--- config.mk ---
export PLATFORM = sky130hd
export DESIGN_NAME = mc_cunit
export DESIGN_NICKNAME = d
export VERILOG_FILES = /design/src/rtl/cunit_pkg.sv /design/src/rtl/cunit_dec.sv /design/src/rtl/mc_cunit.sv
export SDC_FILE = /design/constraint.sdc
export NUM_CORES = 1
export LEC_CHECK = 0
export ABC_AREA = 1
export CAP_MARGIN = 25
export CORE_MARGIN = 2
export CORE_UTILIZATION = 33
export DETAILED_ROUTE_END_ITERATION = 16
export GPL_TIMING_DRIVEN = 0
export SLEW_MARGIN = 25
export SYNTH_ARGS = -nofsm -noshare
export SYNTH_HDL_FRONTEND = slang
export SYNTH_SLANG_ARGS = --single-unit
--- constraint.sdc ---
create_clock -name clk -period 1.9 [get_ports clk]
set_clock_uncertainty 0.05 [all_clocks]
set_input_delay 0.38 -clock clk [delete_from_list [all_inputs] [get_ports clk]]
set_output_delay 0.38 -clock clk [all_outputs]
set_load 0.01 [all_outputs]
--- src/rtl/cunit_pkg.sv ---
// Shared definitions for the multi-cycle control unit: opcodes, FSM states,
// control-word layout and ALU select codes.
package cunit_pkg;

   localparam logic [4:0] OPC_LOAD   = 5'd0;
   localparam logic [4:0] OPC_OPIMM  = 5'd4;
   localparam logic [4:0] OPC_AUIPC  = 5'd5;
   localparam logic [4:0] OPC_STORE  = 5'd8;
   localparam logic [4:0] OPC_OP     = 5'd12;
   localparam logic [4:0] OPC_LUI    = 5'd13;
   localparam logic [4:0] OPC_BRANCH = 5'd24;
   localparam logic [4:0] OPC_JALR   = 5'd25;
   localparam logic [4:0] OPC_JAL    = 5'd27;

   typedef enum logic [2:0] {
      ST_FETCH  = 3'd0,
      ST_DECODE = 3'd1,
      ST_EXEC   = 3'd2,
      ST_MEM    = 3'd3,
      ST_WB     = 3'd4
   } state_e;

   typedef enum logic [2:0] {
      K_ALU     = 3'd0,
      K_LOAD    = 3'd1,
      K_STORE   = 3'd2,
      K_BRANCH  = 3'd3,
      K_ILLEGAL = 3'd4
   } kind_e;

   localparam int CW_W      = 15;
   localparam int CW_PCSEL  = 14;
   localparam int CW_IMM_LO = 11;
   localparam int CW_REGWEN = 10;
   localparam int CW_BRUN   = 9;
   localparam int CW_BSEL   = 8;
   localparam int CW_ASEL   = 7;
   localparam int CW_ALU_LO = 3;
   localparam int CW_MEMRW  = 2;
   localparam int CW_WB_LO  = 0;

   localparam logic [2:0] IMM_I = 3'd0;
   localparam logic [2:0] IMM_S = 3'd1;
   localparam logic [2:0] IMM_B = 3'd2;
   localparam logic [2:0] IMM_U = 3'd3;
   localparam logic [2:0] IMM_J = 3'd4;

   // ALU codes are {instr[30], funct3} for register ops so decode is a direct map.
   localparam logic [3:0] ALU_ADD  = 4'd0;
   localparam logic [3:0] ALU_SLL  = 4'd1;
   localparam logic [3:0] ALU_SLT  = 4'd2;
   localparam logic [3:0] ALU_SLTU = 4'd3;
   localparam logic [3:0] ALU_XOR  = 4'd4;
   localparam logic [3:0] ALU_SRL  = 4'd5;
   localparam logic [3:0] ALU_OR   = 4'd6;
   localparam logic [3:0] ALU_AND  = 4'd7;
   localparam logic [3:0] ALU_SUB  = 4'd8;
   localparam logic [3:0] ALU_SRA  = 4'd13;
   localparam logic [3:0] ALU_BSEL = 4'd15;

   localparam logic [1:0] WB_MEM = 2'd0;
   localparam logic [1:0] WB_ALU = 2'd1;
   localparam logic [1:0] WB_PC4 = 2'd2;

   function automatic logic [CW_W-1:0] pack_cw(
      input logic       pcsel,
      input logic [2:0] imm,
      input logic       regwen,
      input logic       brun,
      input logic       bsel,
      input logic       asel,
      input logic [3:0] alu,
      input logic       memrw,
      input logic [1:0] wb
   );
      pack_cw = {pcsel, imm, regwen, brun, bsel, asel, alu, memrw, wb};
   endfunction

endpackage

--- src/rtl/cunit_dec.sv ---
// Combinational decode of the instruction fields into a control word and an
// instruction class; unknown opcodes or unsupported funct values give class illegal.
module cunit_dec
   import cunit_pkg::*;
(
   input  logic [4:0]      op_i,
   input  logic [2:0]      funct3_i,
   input  logic            bit30_i,
   output logic [CW_W-1:0] cw_o,
   output logic [2:0]      kind_o
);

   always_comb begin
      cw_o   = '0;
      kind_o = K_ILLEGAL;
      case (op_i)
         OPC_LOAD: if (funct3_i != 3'd3 && funct3_i[2:1] != 2'b11) begin
            cw_o   = pack_cw(1'b0, IMM_I, 1'b1, 1'b0, 1'b1, 1'b0, ALU_ADD, 1'b0, WB_MEM);
            kind_o = K_LOAD;
         end
         // instr[30] is an immediate bit except for the shift-right forms.
         OPC_OPIMM: if (!(funct3_i == 3'd1 && bit30_i)) begin
            cw_o   = pack_cw(1'b0, IMM_I, 1'b1, 1'b0, 1'b1, 1'b0,
                             {bit30_i & (funct3_i == 3'd5), funct3_i}, 1'b0, WB_ALU);
            kind_o = K_ALU;
         end
         OPC_AUIPC: begin
            cw_o   = pack_cw(1'b0, IMM_U, 1'b1, 1'b0, 1'b1, 1'b1, ALU_ADD, 1'b0, WB_ALU);
            kind_o = K_ALU;
         end
         OPC_STORE: if (!funct3_i[2] && funct3_i != 3'd3) begin
            cw_o   = pack_cw(1'b0, IMM_S, 1'b0, 1'b0, 1'b1, 1'b0, ALU_ADD, 1'b1, WB_MEM);
            kind_o = K_STORE;
         end
         OPC_OP: if (!bit30_i || funct3_i == 3'd0 || funct3_i == 3'd5) begin
            cw_o   = pack_cw(1'b0, IMM_I, 1'b1, 1'b0, 1'b0, 1'b0,
                             {bit30_i, funct3_i}, 1'b0, WB_ALU);
            kind_o = K_ALU;
         end
         OPC_LUI: begin
            cw_o   = pack_cw(1'b0, IMM_U, 1'b1, 1'b0, 1'b1, 1'b0, ALU_BSEL, 1'b0, WB_ALU);
            kind_o = K_ALU;
         end
         OPC_BRANCH: if (funct3_i[2:1] != 2'b01) begin
            cw_o   = pack_cw(1'b0, IMM_B, 1'b0, funct3_i[1], 1'b1, 1'b1, ALU_ADD, 1'b0, WB_MEM);
            kind_o = K_BRANCH;
         end
         OPC_JALR: if (funct3_i == 3'd0) begin
            cw_o   = pack_cw(1'b1, IMM_I, 1'b1, 1'b0, 1'b1, 1'b0, ALU_ADD, 1'b0, WB_PC4);
            kind_o = K_ALU;
         end
         OPC_JAL: begin
            cw_o   = pack_cw(1'b1, IMM_J, 1'b1, 1'b0, 1'b1, 1'b1, ALU_ADD, 1'b0, WB_PC4);
            kind_o = K_ALU;
         end
         default: begin
            cw_o   = '0;
            kind_o = K_ILLEGAL;
         end
      endcase
   end

endmodule

--- src/rtl/mc_cunit.sv ---
// Multi-cycle control unit: FETCH/DECODE/EXEC/MEM/WB sequencer with IR,
// MEM timeout counter and output gating. Optional macro: MC_CUNIT_ILLEGAL_TRAP_EN.
module mc_cunit
   import cunit_pkg::*;
#(
   parameter int IN_WIDTH    = 32,
   parameter int OUT_WIDTH   = 15,
   parameter int MEM_TIMEOUT = 16
) (
   input  logic                 clk,
   input  logic                 rst,
   input  logic                 instr_valid,
   input  logic [IN_WIDTH-1:0]  Instr,
   output logic                 instr_ready,
   input  logic                 Breq,
   input  logic                 BrLt,
   output logic                 mem_req,
   input  logic                 mem_ack,
   output logic [OUT_WIDTH-1:0] Data_out,
   output logic                 ir_we,
   output logic                 pc_we,
   output logic [2:0]           state_o,
   output logic                 mem_err,
   output logic                 illegal
);

   localparam int CNT_W = $clog2(MEM_TIMEOUT + 1);

   state_e                state_q, state_d;
   logic [IN_WIDTH-1:0]   ir_q, ir_d;
   logic [CW_W-1:0]       cw_q, cw_d;
   kind_e                 kind_q, kind_d;
   logic [CNT_W-1:0]      cnt_q, cnt_d;

   logic [CW_W-1:0]       dec_cw;
   logic [2:0]            dec_kind;
   logic [CW_W-1:0]       cw_out;
   logic                  taken;
   logic                  mem_expired;
   logic                  unused_ir;

   cunit_dec u_dec (
      .op_i     (ir_q[6:2]),
      .funct3_i (ir_q[14:12]),
      .bit30_i  (ir_q[30]),
      .cw_o     (dec_cw),
      .kind_o   (dec_kind)
   );

   assign unused_ir   = ^ir_q;
   assign state_o     = state_q;
   assign mem_expired = (cnt_q == CNT_W'(MEM_TIMEOUT - 1));

   always_comb begin
      case (ir_q[14:12])
         3'd0:       taken = Breq;
         3'd1:       taken = !Breq;
         3'd4, 3'd6: taken = BrLt;
         default:    taken = !BrLt;
      endcase
   end

   always_ff @(posedge clk) begin
      if (rst) begin
         state_q <= ST_FETCH;
         ir_q    <= '0;
         cw_q    <= '0;
         kind_q  <= K_ALU;
         cnt_q   <= '0;
      end else begin
         state_q <= state_d;
         ir_q    <= ir_d;
         cw_q    <= cw_d;
         kind_q  <= kind_d;
         cnt_q   <= cnt_d;
      end
   end

   always_comb begin
      state_d = state_q;
      ir_d    = ir_q;
      cw_d    = cw_q;
      kind_d  = kind_q;
      cnt_d   = cnt_q;
      case (state_q)
         ST_FETCH: if (instr_valid) begin
            ir_d    = Instr;
            state_d = ST_DECODE;
         end
         ST_DECODE: begin
            cw_d    = dec_cw;
            kind_d  = kind_e'(dec_kind);
            state_d = ST_EXEC;
         end
         ST_EXEC: begin
            cnt_d = '0;
            case (kind_q)
               K_LOAD, K_STORE: state_d = ST_MEM;
               K_ALU:           state_d = ST_WB;
               default:         state_d = ST_FETCH;
            endcase
         end
         // An ack arriving in the expiry cycle completes the access normally.
         ST_MEM: begin
            cnt_d = cnt_q + CNT_W'(1);
            if (mem_ack)
               state_d = (kind_q == K_LOAD) ? ST_WB : ST_FETCH;
            else if (mem_expired)
               state_d = ST_FETCH;
         end
         ST_WB:   state_d = ST_FETCH;
         default: state_d = ST_FETCH;
      endcase
   end

   always_comb begin
      instr_ready = 1'b0;
      ir_we       = 1'b0;
      pc_we       = 1'b0;
      mem_req     = 1'b0;
      mem_err     = 1'b0;
      illegal     = 1'b0;
      cw_out      = '0;
      if (!rst) begin
         case (state_q)
            ST_FETCH: begin
               instr_ready = 1'b1;
               ir_we       = instr_valid;
            end
            ST_EXEC: begin
               cw_out            = cw_q;
               cw_out[CW_REGWEN] = 1'b0;
               cw_out[CW_MEMRW]  = 1'b0;
               case (kind_q)
                  K_BRANCH: begin
                     cw_out[CW_PCSEL] = taken;
                     pc_we            = 1'b1;
                  end
                  K_ILLEGAL: begin
`ifdef MC_CUNIT_ILLEGAL_TRAP_EN
                     illegal = 1'b1;
`else
                     pc_we   = 1'b1;
`endif
                  end
                  default: ;
               endcase
            end
            ST_MEM: begin
               mem_req           = 1'b1;
               cw_out            = cw_q;
               cw_out[CW_REGWEN] = 1'b0;
               if (mem_ack)
                  pc_we = (kind_q == K_STORE);
               else
                  mem_err = mem_expired;
            end
            ST_WB: begin
               cw_out = cw_q;
               pc_we  = 1'b1;
            end
            default: ;
         endcase
      end
   end

   always_comb begin
      Data_out           = '0;
      Data_out[CW_W-1:0] = cw_out;
   end

endmodule

==> impl_results.rst, run 1 <==
.. list-table::
   :header-rows: 1

   * - Metric
     - Value
   * - Standard cell core area
     - roughly 6000 um^2
   * - Transition time at the pin with the least slew margin
     - around 0.53 ns
   * - R2r worst-path depth
     - 7
   * - Number of failing setup endpoints in the final timing report
     - 12
   * - Number of H-tree branching levels
     - 2
   * - Number of design-rule violations left by the first detailed-router iteration
     - 88
   * - Post-synthesis instance total
     - approximately 310
   * - Startpoint class of the critical path
     - register
   * - Failing checks
     - setup timing
   * - Type of element capturing the critical path
     - output pin
   * - Proportion of register bits with asynchronous set or reset after synthesis
     - 0
   * - HPWL after DPL
     - 4085 um
   * - Count of input and output buffers
     - 36
   * - Fraction of the yosys area taken by sequential cells
     - 0.3415
   * - Met2 WL
     - 2620 um
   * - Detailed-route DRC error count
     - 0
   * - Reg-to-Reg Start
     - state_o[0]
   * - Class of the most critical hold timing path
     - in2reg
   * - DP Cell Count
     - approximately 430
   * - Number of nets with antenna violations after routing
     - 0
   * - Final Routed Wirelength
     - between 5000 and 6000 um
   * - Length of the first detailed-routing pass in iterations
     - 4
   * - Relative max-transition margin
     - 0.6449
   * - Largest driver fanout on the critical path
     - 4
   * - Number of endpoints with negative hold slack in the final report
     - 0
   * - Peak ir drop on the vdd network
     - roughly 0.00032 V
   * - Fin crit period
     - a little under 2 ns
   * - Register-to-register setup slack
     - around 0.3 ns
   * - Clock-pin slew on the worst setup and hold paths
     - ~0.070 ns
   * - Yosys warns
     - 0
   * - Die width
     - between 80 and 90 um
   * - Metal1 wirelength
     - between 2000 and 3000 um
   * - Leakage power figure
     - roughly 0.0012 uW
   * - Clk Latency, worst-skew pair
     - between 0.2 and 0.3 ns
   * - Result of the run
     - finished with violations
   * - Root Buffer
     - sky130_fd_sc_hd__clkbuf_8
   * - Top_reg_cell synth
     - sky130_fd_sc_hd__dfxtp_1
   * - Fraction of final layout cells sized beyond drive strength 1
     - 0.2754
   * - Row count
     - 28
   * - Ports
     - 62
   * - Slew Viols, Final
     - 0
   * - Uppermost metal layer occupied by signal nets
     - met4
   * - Vias in the first global route
     - roughly 2.0k
   * - Height of the chip
     - 81.72 um
   * - Via count
     - roughly 2.2k
   * - Pre-CTS setup slack
     - -0.5150 ns
   * - Max-capacitance violation count
     - 0
   * - Number of distinct library cell variants in the gate-level netlist after synthesis
     - 32
   * - Required time reported for the critical path endpoint
     - around 1.5 ns
   * - Area share of the leading cell type in the synthesized netlist
     - 0.3415
   * - P&R area growth vs syn
     - 39.17%
   * - Startpoint of the most critical hold path
     - rst
   * - Cell class contributing the biggest share of worst-path delay
     - simple AND/OR/NAND/NOR gates
   * - Die area
     - about 6700 um^2
   * - Number of nets at the end of the flow
     - 413
   * - Mean Syn Cell Area
     - approximately 6.3 um^2
   * - Post-layout instance count excluding filler cells
     - approximately 450
   * - Synthesized Nets
     - 354
   * - Count of flip-flops with a built-in enable after synthesis
     - 0
   * - Vias/cell
     - 4.813
   * - Signal arrival time at the worst endpoint
     - 1.54 ns
   * - Maximum number of pins on one net before global-route repair
     - 19
   * - Clk sinks
     - 34
   * - Initial core utilization
     - 0.3386
   * - Final worst-path setup slack
     - -0.07202 ns
   * - Unrepaired setup endpoints after global routing
     - yes
   * - Antenna diode count
     - 0
   * - Commonest non-fill, non-tap cell in the layout
     - sky130_fd_sc_hd__nand2_1
   * - Max Fclk
     - just over 0.5 GHz
   * - Buffers & Inverters on Critical Path
     - 4
   * - Total power density per cell area
     - 744.0 nW/um^2
   * - Post-synthesis cell area
     - around 2000 um^2
   * - Worst Hold Depth
     - 2
   * - Antenna violations before repair
     - 0
   * - Count of filler cells inserted in the layout
     - between 600 and 700
   * - Cells taking the most area after synthesis
     - sky130_fd_sc_hd__dfxtp_1 34%, sky130_fd_sc_hd__nand2_1 12%, sky130_fd_sc_hd__inv_1 7.5%
   * - Total GRT Usage
     - 0.1782
   * - Cell type with the largest total area after synthesis
     - sky130_fd_sc_hd__dfxtp_1
   * - Slowest CP cell
     - sky130_fd_sc_hd__dfxtp_4
   * - Wire length on met3
     - roughly 230 um
   * - Synthesized flop and latch total
     - 34
   * - Routability-driven placement congestion ratio
     - roughly 0.87
   * - Crit-path max cell delay
     - roughly 0.35 ns
   * - CP cell instances
     - nor2_4 > inv_2 > nor2_4 > inv_2 > a21oi_2 > inv_2 > nor2_4 > o21ai_2 > nand2_1 > buf_2
   * - Clock Tree Buf Depth
     - 2
   * - Average detailed-routed wire length per instance
     - about 12 um
   * - Crit share post-route
     - 1.038
   * - R2R Path End
     - cw_q[3]
   * - Highest-count cells in the layout ignoring fill and taps
     - 62 x sky130_fd_sc_hd__nand2_1, 39 x sky130_fd_sc_hd__inv_1, 30 x sky130_fd_sc_hd__nor2_1
   * - End of the worst hold path
     - cnt_q[3]
   * - TritonCTS clock tree
     - done
   * - First-pass GRT wire length
     - ~9000 um
   * - GRT Residual Overflow
     - 0
   * - Classification of the worst setup path
     - reg2out
   * - Num CTS Buffers
     - 5
## metrics by stage
stage	power [uW]	hold slack [ns]	setup TNS, ns	instance area [um^2]	utilization
4_1_cts	2033	0.3495	-0.6764	2674	0.4543
2_1_floorplan	1215	0.3952	0	1993	-
5_1_grt	2186	0.4003	-1.513	2774	0.4713
6_report	2064	0.3884	-0.5565	2774	0.4713
3_5_place_dp	1387	0.4067	-5.832	2447	0.4158
3_3_place_gp	1385	0.4047	-5.686	2447	0.4158
## worst reg2reg max path, stage by stage, from the launching register on
cell and delay, ns:
sky130_fd_sc_hd__dfxtp_2 0.33, sky130_fd_sc_hd__buf_4 0.13, sky130_fd_sc_hd__inv_1 0.14, sky130_fd_sc_hd__nor3_1 0.09
sky130_fd_sc_hd__inv_1 0.15, sky130_fd_sc_hd__clkbuf_1 0.39, sky130_fd_sc_hd__nand2_1 0.10, sky130_fd_sc_hd__a21oi_1 0.15
## final cells by class
type | count | area [um^2] | share of cell area
plain buffers | 10 | 72.57 | 0.02616
clock buffers | 7 | 86.33 | 0.03112
clock inverters | 1 | 5.005 | 0.001804
flip-flops and latches | 34 | 693.2 | 0.2499
inverters | 50 | 197.7 | 0.07127
repair buffers | 53 | 425.4 | 0.1534
well taps | 75 | 93.84 | 0.03383
multi-input cells | 219 | 1200 | 0.4326
## where the power goes
group	switching [uW]	total, uW	leakage [uW]	internal (uW)
sequential	68.0	839	0.000280	771
combinational	397	657	0.000844	260
clock	275	568	0.0000482	293
## what timing repair did
item | in CTS | in global routing
pin swaps | 7 | 13
gates cloned | 1 | 0
buffers inserted | 11 | 6
setup endpoints to repair | 20 | 18
hold buffers | 0 | 0
gates resized for setup | 110 | 33
## cell usage after synthesis (2+ instances only)
master,instances
sky130_fd_sc_hd__a21oi_1,26
sky130_fd_sc_hd__a31oi_1,2
sky130_fd_sc_hd__buf_2,5
sky130_fd_sc_hd__buf_4,2
sky130_fd_sc_hd__clkbuf_1,4
sky130_fd_sc_hd__dfxtp_1,34
sky130_fd_sc_hd__ha_1,2
sky130_fd_sc_hd__inv_1,40
sky130_fd_sc_hd__inv_2,9
sky130_fd_sc_hd__nand2_1,65
sky130_fd_sc_hd__nand2_2,3
sky130_fd_sc_hd__nand3_1,24
sky130_fd_sc_hd__nand4_1,5
sky130_fd_sc_hd__nor2_1,40
sky130_fd_sc_hd__nor2_2,6
sky130_fd_sc_hd__nor2_4,3
sky130_fd_sc_hd__nor3_1,9
sky130_fd_sc_hd__o211ai_1,3
sky130_fd_sc_hd__o21ai_0,18
sky130_fd_sc_hd__o31ai_1,2
## worst max-delay path by stage
| stage | start | end | slack (ns) | depth (start not counted) |
|---|---|---|---|---|
| 4_1_cts | state_o[1] | Data_out[7] | -0.11 | 10 |
| 6_report | state_o[1] | Data_out[14] | -0.07 | 10 |
| 2_1_floorplan | state_o[1] | mem_err | 0.21 | 6 |
| 3_3_place_gp | instr_valid | ir_we | -0.51 | 5 |
| 3_5_place_dp | instr_valid | ir_we | -0.51 | 5 |
| 5_1_grt | state_o[1] | Data_out[13] | -0.13 | 9 |
## per-layer routing
layer	vias to the layer above	global-route usage
li1	1125	-
met1	986	0.2257
met5	-	0
met4	0	0.07333
met3	7	0.02418
met2	43	0.3041
## sequential cells by signal (all words and copies together), names as in the netlist
name,flops
ir_q,9
state_o,3
kind_q,3
cnt_q,5
cw_q,14
## cells by family (layout without fill, tap and decap cells)
kind of cell    count (synthesis)  in the layout  synth area share
simple gates                  161            161            0.3704
flops                          34             34            0.3415
fa+ha+maj                       2              2           0.01255
other cells                     1              1          0.001881
compound gates                 55             55            0.1519
buf+inv                        61            121            0.1218
Power figures use the tool's default switching activity.
==> run 2: changes to the inputs <==
- SLEW_MARGIN: 25 -> 10
==> results of run 2 <==
The final DEF is identical to that of run 1; final timing and power are the same.
